<file path="src/rtl/edge_period_rx_pkg.sv">
// ---------------------------------------------------------------------------
// edge_period_rx_pkg
// Shared definitions for the edge/period receiver slice:
//   state_e              - measurement FSM encoding (IDLE / ARMED), 1 bit
//   DefaultWidth         - default counter / output width
//   DefaultTimeoutCycles - default loss-of-signal limit in clock cycles
// ---------------------------------------------------------------------------
package edge_period_rx_pkg;

  typedef enum logic {
    IDLE  = 1'b0,
    ARMED = 1'b1
  } state_e;

  localparam int unsigned DefaultWidth         = 32;
  localparam int unsigned DefaultTimeoutCycles = 2**24;

endpackage

</file>
<file path="src/rtl/edge_period_rx_sync_bit.sv">
// ---------------------------------------------------------------------------
// sync_bit
// Two-flop synchroniser for a single asynchronous input bit.
// Ports:
//   clk   - destination clock
//   rst_n - asynchronous active-low reset, clears both flops to 0
//   d_i   - asynchronous input bit
//   q_o   - synchronised output (two clk edges of latency)
// ---------------------------------------------------------------------------
module sync_bit (
  input  logic clk,
  input  logic rst_n,
  input  logic d_i,
  output logic q_o
);

  logic meta_q;
  logic sync_q;

  // The first flop may go metastable; the second gives it a full cycle to settle.
  always_ff @(posedge clk or negedge rst_n) begin
    if (!rst_n) begin
      meta_q <= 1'b0;
      sync_q <= 1'b0;
    end else begin
      meta_q <= d_i;
      sync_q <= meta_q;
    end
  end

  assign q_o = sync_q;

endmodule

</file>
<file path="src/rtl/edge_period_rx.sv">
// ---------------------------------------------------------------------------
// edge_period_rx
// Measures the period and high time of an asynchronous square wave, in clk
// cycles, between consecutive rising edges, and offers each measurement
// through a valid/ready handshake.
// Parameters:
//   width          - width of the period/high counters and outputs
//   timeout_cycles - cycles without a rising edge before loss of signal
//                    (2 <= timeout_cycles <= 2**width-1, so counters never wrap)
// Ports:
//   clk     - clock, all state updates on the rising edge
//   rst_n   - asynchronous active-low reset
//   in      - asynchronous square wave input
//   period  - cycles between the last two detected rising edges
//   high    - cycles the synchronised input was high within that period
//   valid   - period/high hold an unconsumed measurement
//   ready   - consumer takes the measurement when valid && ready
//   timeout - one-cycle pulse on loss of signal
//   overrun - one-cycle pulse when an unconsumed measurement is overwritten
// All outputs are registered: no combinational path from in or ready.
// ---------------------------------------------------------------------------
module edge_period_rx
  import edge_period_rx_pkg::*;
#(
  parameter int unsigned width          = DefaultWidth,
  parameter int unsigned timeout_cycles = DefaultTimeoutCycles
) (
  input  logic             clk,
  input  logic             rst_n,
  input  logic             in,
  output logic [width-1:0] period,
  output logic [width-1:0] high,
  output logic             valid,
  input  logic             ready,
  output logic             timeout,
  output logic             overrun
);

  localparam logic [width-1:0] TimeoutLimit = width'(timeout_cycles);
  localparam logic [width-1:0] One          = width'(1);

  state_e           state_q, state_d;
  logic             syncLevel;
  logic             prevLevel_q;
  logic             rise;
  logic             atLimit;
  logic             armEvt, measEvt, toEvt;
  logic [width-1:0] cnt_q, cnt_d;
  logic [width-1:0] hcnt_q, hcnt_d;
  logic [width-1:0] period_q, period_d;
  logic [width-1:0] high_q, high_d;
  logic [width-1:0] levelInc;
  logic             valid_q, valid_d;
  logic             timeout_q, timeout_d;
  logic             overrun_q, overrun_d;

  sync_bit u_sync (
    .clk   (clk),
    .rst_n (rst_n),
    .d_i   (in),
    .q_o   (syncLevel)
  );

  // The edge register resets to 0, so an input already high at reset release
  // is seen as a rise; in IDLE that only arms the measurement.
  assign rise     = syncLevel && !prevLevel_q;
  assign atLimit  = (cnt_q == TimeoutLimit);
  assign levelInc = {{(width-1){1'b0}}, syncLevel};

  // State register.
  always_ff @(posedge clk or negedge rst_n) begin
    if (!rst_n) begin
      state_q <= IDLE;
    end else begin
      state_q <= state_d;
    end
  end

  // Next state: a rise always wins over the timeout limit in the same cycle.
  always_comb begin
    state_d = state_q;
    case (state_q)
      IDLE:    if (rise) state_d = ARMED;
      ARMED:   if (!rise && atLimit) state_d = IDLE;
      default: state_d = IDLE;
    endcase
  end

  // FSM event decode consumed by the datapath.
  always_comb begin
    armEvt  = 1'b0;
    measEvt = 1'b0;
    toEvt   = 1'b0;
    case (state_q)
      IDLE:  armEvt = rise;
      ARMED: begin
        measEvt = rise;
        toEvt   = !rise && atLimit;
      end
      default: ;
    endcase
  end

  // Counters start at 1 on an edge so that edges P cycles apart read P, and
  // the edge cycle itself (input high) is counted as the first high cycle.
  always_comb begin
    cnt_d     = cnt_q;
    hcnt_d    = hcnt_q;
    period_d  = period_q;
    high_d    = high_q;
    valid_d   = valid_q;
    timeout_d = toEvt;
    overrun_d = 1'b0;
    if (armEvt || measEvt) begin
      cnt_d  = One;
      hcnt_d = One;
    end else if (toEvt) begin
      cnt_d  = '0;
      hcnt_d = '0;
    end else if (state_q == ARMED) begin
      cnt_d  = cnt_q + One;
      hcnt_d = hcnt_q + levelInc;
    end
    if (measEvt) begin
      period_d  = cnt_q;
      high_d    = hcnt_q;
      valid_d   = 1'b1;
      overrun_d = valid_q && !ready;
    end else if (valid_q && ready) begin
      valid_d = 1'b0;
    end
  end

  // Datapath and output registers.
  always_ff @(posedge clk or negedge rst_n) begin
    if (!rst_n) begin
      prevLevel_q <= 1'b0;
      cnt_q       <= '0;
      hcnt_q      <= '0;
      period_q    <= '0;
      high_q      <= '0;
      valid_q     <= 1'b0;
      timeout_q   <= 1'b0;
      overrun_q   <= 1'b0;
    end else begin
      prevLevel_q <= syncLevel;
      cnt_q       <= cnt_d;
      hcnt_q      <= hcnt_d;
      period_q    <= period_d;
      high_q      <= high_d;
      valid_q     <= valid_d;
      timeout_q   <= timeout_d;
      overrun_q   <= overrun_d;
    end
  end

  assign period  = period_q;
  assign high    = high_q;
  assign valid   = valid_q;
  assign timeout = timeout_q;
  assign overrun = overrun_q;

endmodule

</file>
<file path="config.mk">
export PLATFORM = sky130hd
export DESIGN_NAME = edge_period_rx
export DESIGN_NICKNAME = d
export VERILOG_FILES = /design/src/rtl/edge_period_rx_pkg.sv /design/src/rtl/edge_period_rx_sync_bit.sv /design/src/rtl/edge_period_rx.sv
export SDC_FILE = /design/constraint.sdc
export NUM_CORES = 1
export LEC_CHECK = 0
export ABC_AREA = 1
export CELL_PAD_IN_SITES_DETAIL_PLACEMENT = 0
export CELL_PAD_IN_SITES_GLOBAL_PLACEMENT = 1
export CORE_UTILIZATION = 40
export CTS_BUF_LIST = sky130_fd_sc_hd__clkbuf_4 sky130_fd_sc_hd__clkbuf_8
export DETAILED_ROUTE_END_ITERATION = 10
export GPL_ROUTABILITY_DRIVEN = 0
export PLACE_DENSITY_LB_ADDON = 0.1
export SLEW_MARGIN = 20
export SYNTH_ARGS = -nofsm -noshare
export SYNTH_HDL_FRONTEND = slang
export SYNTH_SLANG_ARGS = --single-unit
</file>
<file path="constraint.sdc">
create_clock -name clk -period 3.55 [get_ports clk]
set_clock_uncertainty 0.1 [all_clocks]
set_input_delay 0.71 -clock clk [delete_from_list [all_inputs] [get_ports clk]]
set_output_delay 0.71 -clock clk [all_outputs]
set_load 0.01 [all_outputs]
</file>
==> summary.txt <==
Run status
  – Run status: finished clean

Worst setup path
  – CP arrival: 2.45 ns
  – Reg2reg path depth: 7
  – Cells along the critical path: inv_2, nand2_4, inv_2, nor2_1, nand2_1, xor2_1, nor2_1
  – Critical setup path kind: reg2reg
  – Slowest cell on crit path: inv_2
  – Required time of the critical path: 3.77 ns
  – Critical Path Sink Type: register
  – Worst path max stage delay: 0.68 ns
  – Worst path depth: 7
  – Buf/Inv on CP: 2
  – CP top delay family: buffers and inverters
  – Critical Path Fanout Max: 39
  – Worst Setup Start Kind: register

Routing
  – WL/cell: 14.2 um
  – DRC Markers: 0
  – Initial detailed-routing violation count: 369
  – Initial DRT Pass Iterations: 4
  – Routed vias: 5,718
  – DRT Wirelength: 16,900 um
  – Drt via density: 4.80
  – Post-route ant nets: 0

Synth
  – Ys Warns: 0
  – Syn nets: 899
  – Synthesized area: 0.00692 mm2
  – Syn Area/Cell: 7.77 um2
  – Synth cell types: 29
  – Top cell type's share of synthesized area: 48.8%
  – Yosys reg bits: 135
  – Largest area contributor in the netlist: dfrtp_1
  – Synth top area cells: dfrtp_1 (49%), nand2_1 (16%), nor2_1 (6.4%), o21ai_0 (4.9%), inv_1 (4.7%)
  – Mapped Cells: 891
  – Register area share after synthesis: 48.8%

Clock network
  – Post-CTS Resized: 0
  – Worst skew pair latency: 0.45 ns
  – Clock sinks: 135
  – Root Buffer: clkbuf_8
  – Num CTS Buffers: 17
  – Setup Buffers After CTS: 0
  – Hold Buf Count CTS: 0
  – CTS H-Tree Depth: 4
  – Max clock buf depth: 2
  – CTS tree: built
  – Worst-path clk slew: 0.07 ns

Timing
  – Final max-slew violation count: 0
  – Final setup fails: 0
  – Fin. Hold Viols: 0
  – Worst-Margin Slew: 0.835 ns
  – RSZ-0062 raised after global routing: false
  – Max-slew headroom at the worst pin: 44.3%
  – Period minus WS final: 2.23 ns
  – Final worst path period share: 62.9%
  – Fin Setup TNS: 0 ns
  – Fmax: 448 MHz
  – Hold_ws: 0.0595 ns

Die
  – Die area: 0.0178 mm2
  – Rows: 47
  – Chip width: 134 um
  – I/O pin count: 71
  – Starting Density: 41.3%
  – Core Region: 0.0168 mm2
  – Die Y-Extent: 134 um

Placed design
  – Inst Count DP: 1,160
  – HPWL Detailed: 12,000 um
  – Placed cell area: 0.00777 mm2
  – Port bufs: 70

Final layout
  – Layout cells sized above 1: 8.75%
  – Reg area: 0.00338 mm2
  – ANT cells: 0
  – Final Instance Count excl. Fillers: 1,191
  – Final instance area: 0.00818 mm2
  – Layout Nets: 967
  – Most common cell after layout, fill and taps aside: nand2_1
  – Post-route core utilization: 48.8%
  – Commonest cells after routing, fill and taps aside: nand2_1 (297), dfrtp_1 (135), nor2_1 (118)
  – Multi-input logic area: 0.00305 mm2
  – Fill count: 1,738
  – Layout area overhead: 18.1%

Pwr
  – Pwr Density: 412 mW/mm2
  – Peak supply drop: 0.000221 V
  – Leakage: 3.60 nW

Global routing
  – Gr ovfl total: 0
  – Initial antenna violation count: 0
  – Largest net degree at the start of global routing: 78
  – First-pass GRT wire length: 28,600 um
  – Vias in the first global route: 5,518
  – GRT Overall Usage: 20.5%

Hold path
  – HP Class: in2async

Run
  – Max Cap Viol: 0
## Yosys cell counts
cell,n
a21oi_1,1
a21oi_2,1
and2_1,1
buf_12,3
buf_2,13
buf_6,2
clkbuf_1,6
dfrtp_1,135
ha_1,4
inv_1,86
inv_2,3
mux2_2,14
nand2_1,297
nand2_2,3
nand2_4,3
nand3_1,54
nand3_2,2
nand3b_1,1
nand4_1,15
nor2_1,118
nor2_2,15
nor2_4,9
nor3_1,8
nor3b_1,1
o21ai_0,68
o21ai_1,3
o22ai_1,2
o31ai_1,1
xor2_1,22
## flip-flops by register name, summed over array words and instances, names as in the netlist
signal	count
cnt_q	32
hcnt_q	32
high	32
period	32
overrun	1
prevLevel_q	1
state_q	1
timeout	1
u_sync.meta_q	1
u_sync.q_o	1
valid	1
## routing by layer
metal	up-vias	share of wire, %	GRT usage [%]
li1	2929	-	-
met1	2680	47	27.0
met2	92	48	33.9
met3	17	2.9	3.42
met4	0	1.6	7.39
met5	-	0	0
## report_power, final
group | internal, W | total [W] | switching [W]
sequential | 0.00161 | 0.00169 | 0.0000738
combinational | 0.000151 | 0.000338 | 0.000187
clock | 0.000746 | 0.00134 | 0.000597
## cells by family after synthesis
logic type	Yosys count	synth area share, %
AO/OA/AOI/OAI	76	5.62
XOR/XNOR	22	2.78
adder cells (fa/ha/maj)	4	0.723
buffers and inverters	113	7.28
flip-flops	135	48.8
multiplexers	14	2.28
AND/OR/NAND/NOR	527	32.5
## path summary, 6_finish.rpt
check	from	to	slack (ns)
worst min register to register	u_sync.meta_q	u_sync.q_o	0.27
max in group asynchronous	rst_n	hcnt_q[31]	2.47
worst max-delay path	state_q	hcnt_q[11]	1.32
worst max register to register	state_q	hcnt_q[11]	1.32
min in group clk	u_sync.meta_q	u_sync.q_o	0.27
worst min-delay path	rst_n	high[4]	0.06
## through the flow
| step | setup slack, ns | power, W |
|---|---|---|
| CTS | 1.30 | 0.00341 |
| floorplan | 1.85 | 0.00190 |
| finish | 1.32 | 0.00337 |
| global route | 1.14 | 0.00351 |
| detailed placement | 1.30 | 0.00206 |
| global placement | 1.33 | 0.00206 |
## final cells by class
type | count | area share, %
Clock inverter | 9 | 1.53
Clock buffer | 22 | 3.47
Timing Repair Buffer | 73 | 9.01
Sequential cell | 135 | 41.3
Multi-Input combinational cell | 643 | 37.2
Inverter | 89 | 4.08
Tap cell | 220 | 3.37
## worst reg2reg max path, cell delays in order (launching register included)
cell and delay [ns]:
dfrtp_1 0.47, inv_2 0.16, nand2_4 0.21, inv_2 0.69, nor2_1 0.16, nand2_1 0.11, xor2_1 0.15, nor2_1 0.06
Power figures use the tool's default switching activity.
